$ cat src/rtl/s1_rs_syndrome_calc.sv
// Stage-1 RS(255,239) syndrome calculator over GF(2^8), poly 0x11D.
// Horner-accumulates S_i = r(alpha^i), i=0..NSYN-1, one symbol per valid cycle.
module s1_rs_syndrome_calc #(
   parameter int N    = 255,
   parameter int NSYN = 16
) (
   input  logic              clk,
   input  logic              rstn,
   input  logic              in_valid,
   input  logic              in_sop,
   input  logic [7:0]        in_data,
   output logic              syn_valid,
   output logic [8*NSYN-1:0] syn,
   output logic              err_flag,
   output logic              sop_err
);

   localparam logic [7:0] LAST = 8'(N - 1);

   typedef enum logic {IDLE, ACC} state_t;

   state_t                 state, state_nxt;
   logic                   load, step, done, restart;
   logic [7:0]             sym_cnt;
   logic [NSYN-1:0][7:0]   acc, acc_upd;

   function automatic logic [7:0] mul_alpha(input logic [7:0] a);
      return {a[6:0], 1'b0} ^ (a[7] ? 8'h1D : 8'h00);
   endfunction

   // p is a per-lane constant, so this unrolls into a fixed XOR network.
   function automatic logic [7:0] mul_alpha_pow(input logic [7:0] a, input int p);
      logic [7:0] r;
      r = a;
      for (int k = 0; k < p; k++) r = mul_alpha(r);
      return r;
   endfunction

   for (genvar g = 0; g < NSYN; g++) begin : g_lane
      assign acc_upd[g] = mul_alpha_pow(acc[g], g) ^ in_data;
   end

   always_ff @(posedge clk) begin
      if (!rstn) state <= IDLE;
      else       state <= state_nxt;
   end

   always_comb begin
      state_nxt = state;
      load      = 1'b0;
      step      = 1'b0;
      done      = 1'b0;
      restart   = 1'b0;
      case (state)
         IDLE: begin
            if (in_valid && in_sop) begin
               load      = 1'b1;
               state_nxt = ACC;
            end
         end
         ACC: begin
            if (in_valid) begin
               if (in_sop) begin
                  // a sop always wins, even on what would have been the last symbol
                  load    = 1'b1;
                  restart = 1'b1;
               end else if (sym_cnt == LAST) begin
                  step      = 1'b1;
                  done      = 1'b1;
                  state_nxt = IDLE;
               end else begin
                  step = 1'b1;
               end
            end
         end
         default: state_nxt = IDLE;
      endcase
   end

   always_ff @(posedge clk) begin
      if (!rstn) begin
         acc       <= '0;
         sym_cnt   <= '0;
         syn       <= '0;
         err_flag  <= 1'b0;
         syn_valid <= 1'b0;
         sop_err   <= 1'b0;
      end else begin
         syn_valid <= done;
         sop_err   <= restart;
         if (load) begin
            acc     <= {NSYN{in_data}};
            sym_cnt <= 8'd1;
         end else if (step) begin
            acc     <= acc_upd;
            sym_cnt <= sym_cnt + 8'd1;
         end
         if (done) begin
            syn      <= acc_upd;
            err_flag <= |acc_upd;
         end
      end
   end

endmodule

$ cat config.mk
export PLATFORM = sky130hd
export DESIGN_NAME = s1_rs_syndrome_calc
export DESIGN_NICKNAME = d
export VERILOG_FILES = /design/src/rtl/s1_rs_syndrome_calc.sv
export SDC_FILE = /design/constraint.sdc
export NUM_CORES = 1
export LEC_CHECK = 0
export ABC_AREA = 1
export BUFFER_PORTS_ARGS = -buffer_cell sky130_fd_sc_hd__buf_2
export CAP_MARGIN = 10
export CORE_AREA = 2 2 167 169
export DETAILED_ROUTE_END_ITERATION = 16
export DIE_AREA = 0 0 169 171
export PLACE_DENSITY = 0.87
export SLEW_MARGIN = 15
export SYNTH_ARGS = -nofsm -noshare
export SYNTH_HDL_FRONTEND = slang
export SYNTH_SLANG_ARGS = --single-unit
$ cat constraint.sdc
create_clock -name clk -period 2.65 [get_ports clk]
set_input_delay 0 -clock clk [delete_from_list [all_inputs] [get_ports clk]]
set_output_delay 0 -clock clk [all_outputs]
set_load 0.005 [all_outputs]
==> impl_metrics.ini <==
[clock_tree]
cts_max_level = 1
cts_setup_buffers = 0
insertion_delay_ns = 0.57
cts_tree = yes
cts.clk_slew.worst_paths_ns = 0.07
cts_buffers = 30
clockRootBuffer = clkbuf_16
clock_sinks = 268
cts_buffer_depth = 3

[global_route]
grt.overflow.total = 0
antenna_found_initial = 0
grt_first_pass_wirelength_um = 82730
grt_max_degree = 109
grt_pass1_vias = 15720
grt_usage_pct = 35.92

[final_layout]
syn2layout_area_growth_pct = 12.76
num-fill-cells = 2390
nets = 2594
drive_gt1_share_pct = 12.29
fin_util_pct = 65.92
final_area_um2 = 18010
multi_input_area_um2 = 9226
seq_area_um2 = 5368

[yosys]
synth.distinct_cells = 44
synthAdderAreaFrac_pct = 0.1567
ys_seq_elements = 268
synth_mux_area_share_pct = 0
syn_nets = 2499
synthesis.area_um2 = 15970
yosys.area.top_type = dfxtp_1
synth-simple-area-share_pct = 36.87
avgSynthCellArea_um2 = 6.428
yosysSeqAreaShare_pct = 33.59
synth_cells = 2485
ys_warn_count = 0
synthXorXnorAreaFrac_pct = 8.671
synthTopCellsByArea = dfxtp_1 (34%), nand2_1 (25%), nand3_1 (6.1%), xnor2_1 (4.9%), inv_1 (4.2%)
synth_top_family_by_area = simple AND/OR/NAND/NOR gates
post-synth-top-area-fraction_pct = 33.59
synth_compound_area_share_pct = 11.97

[critical_path]
r2r_end = err_flag$_SDFFE_PN0P_
crit_end = err_flag$_SDFFE_PN0P_
endpoint_kind = flop
arrival_ns = 2.96
rrSetupSlack_ns = 0.14
start_kind = flop
r2r-start = acc[67]$_SDFFE_PN0P_
crit_chain = xnor2_1, xnor2_1, nand2_1, nor2_1, nand2_1, nor2_1, nand2_1, nor2_1, nand2_1, nor2_1, nand3_1, nor2_1, nor2_1
cpMostUsedCell = nor2_1
max_stage_delay_ns = 0.46
path_max_fanout = 5
slowest_stage = dfxtp_1
startpoint = acc[67]$_SDFFE_PN0P_
cp.required_ns = 3.10
path_class = reg -> reg
reg2reg_depth = 13

[min_path]
hold_class = in -> reg
min_from = in_data[1]

[sta]
setup_tns_ns = 0
min_period_ns = 2.513
finalMaxSlewViolations = 0
finClkSkew_ns = 0.01345
tightest_slew_ns = 0.9076
min_period_over_period_pct = 94.84
rsz0062_at_grt = no
setup_violations = 0
slew-limit-headroom_pct = 39.49
hold_viol = 0
fmax_ghz = 0.3979
hold_ws_ns = 0.04752

[placed_design]
gp_congestion = 0.9641
dpl.hpwl_um = 36470
dpl_cell_area_um2 = 16900
port_buffers = 142

[die]
core-area_um2 = 27320
chipHeight_um = 171
dieArea_um2 = 28900
die_width_um = 169
rows = 61
start_util_pct = 58.46
pin_count = 143

[routing]
dr.pass1.iters = 6
drc_errors = 0
finalWirelength_um = 52960
dr_total_vias = 17200
wire_per_inst_um = 17.95
viasPerCell = 5.829
drtIter0Drc = 1909
detail-route-antenna-nets = 0

[status]
status = finished, final reports clean

[power_and_ir_drop]
powerDensity_nw_per_um2 = 701.7
ir_drop_v = 0.0005069
cellLeakagePower_nw = 8.863

[run]
drv_cap = 0
kinds of logic after synthesis:
group	Yosys count
flops	268
fa+ha+maj	2
xor+xnor	151
buf+inv	327
simple gates	1441
compound gates	296
synth_stat cells, drive strengths merged:
master	n
nor2	128
nand3	197
nand4	4
a31oi	102
xnor3	4
buf	71
a21oi	10
nand2	1082
o211a	8
nor3	3
ha	2
clkbuf	60
inv	193
clkinv	3
and2	1
a22o	51
a32o	1
or2	12
nand3b	11
a221oi	3
a211oi	6
o21a	1
nand2b	3
o221a	6
dfxtp	268
xnor2	90
xor2	57
o21ai	108
layer usage:
layer  wire length, um  global-route usage, %
met1             20880                  47.19
met2             22770                  56.34
met3              6245                  7.125
met4              3060                  18.25
met5                 0                      0
state kept, by name, indices dropped and copies added, names as in the netlist:
signal and flops:
acc 128, err_flag 1, sop_err 1, state 1, sym_cnt 8, syn 128
syn_valid 1
where the power goes:
group / total [W] / internal [W] / switching [W]
sequential: 0.00441 / 0.00418 / 0.000225
clock: 0.00450 / 0.00267 / 0.00183
combinational: 0.00373 / 0.00117 / 0.00256
total: 0.0126 / 0.00802 / 0.00462
metrics by stage:
step	worst slack (ns)	cells	power, W
detailed placement	0.1187	2891	0.008064
floorplan	0.9027	2485	0.007178
global route	0.003790	2950	0.01325
finish	0.1367	2951	0.01264
CTS	0.07858	2950	0.01254
global placement	0.1076	2891	0.007959
repair_timing:
action                                 CTS  global route
setup endpoints to repair                0             1
endpoints found under the hold margin   22             0
hold buffers                             3             0
gates resized for setup                  0             3
worst min-delay path by stage:
stage | to | slack (ns) | cells past startpoint
2_1_floorplan | acc[2]$_SDFFE_PN0P_ | 0.14 | 2
3_5_place_dp | acc[31]$_SDFFE_PN0P_ | 0.34 | 2
4_1_cts | acc[49]$_SDFFE_PN0P_ | 0.02 | 4
5_1_grt | acc[49]$_SDFFE_PN0P_ | 0.07 | 4
6_report | acc[49]$_SDFFE_PN0P_ | 0.05 | 4
3_3_place_gp | syn[122]$_SDFFE_PN0P_ | 0.34 | 3
layout by cell type, fill, tap and decap left out, drive strengths merged, types with 2 or more instances in the layout:
cell type    instances
a211oi               6
a21oi               10
a221oi               3
a22o                51
a31oi              102
buf                191
bufinv               5
clkbuf              36
clkinv              11
clkinvlp             4
dfxtp              268
dlygate4sd3          3
ha                   2
inv                196
nand2             1082
nand2b               3
nand3              197
nand3b              11
nand4                4
nor2               128
nor3                 3
o211a                8
o21ai              108
o221a                6
or2                 12
xnor2               90
xnor3                4
xor2                57
critical path, delay by kind of cell (launching register included):
kind,cells,cell delay [ns]
XOR/XNOR,2,0.56
flip-flops,1,0.46
AND/OR/NAND/NOR,11,1.36
cell type report:
class                      instances  area share [%]
multi-input combinational       1890           51.23
sequential                       268           29.80
timing repair buffer             194           6.502
clock buffer                      36           4.460
inverter                         196           4.119
tap                              346           2.404
clock inverter                    20           1.473
antenna                            1         0.01389
Power figures use the tool's default switching activity.
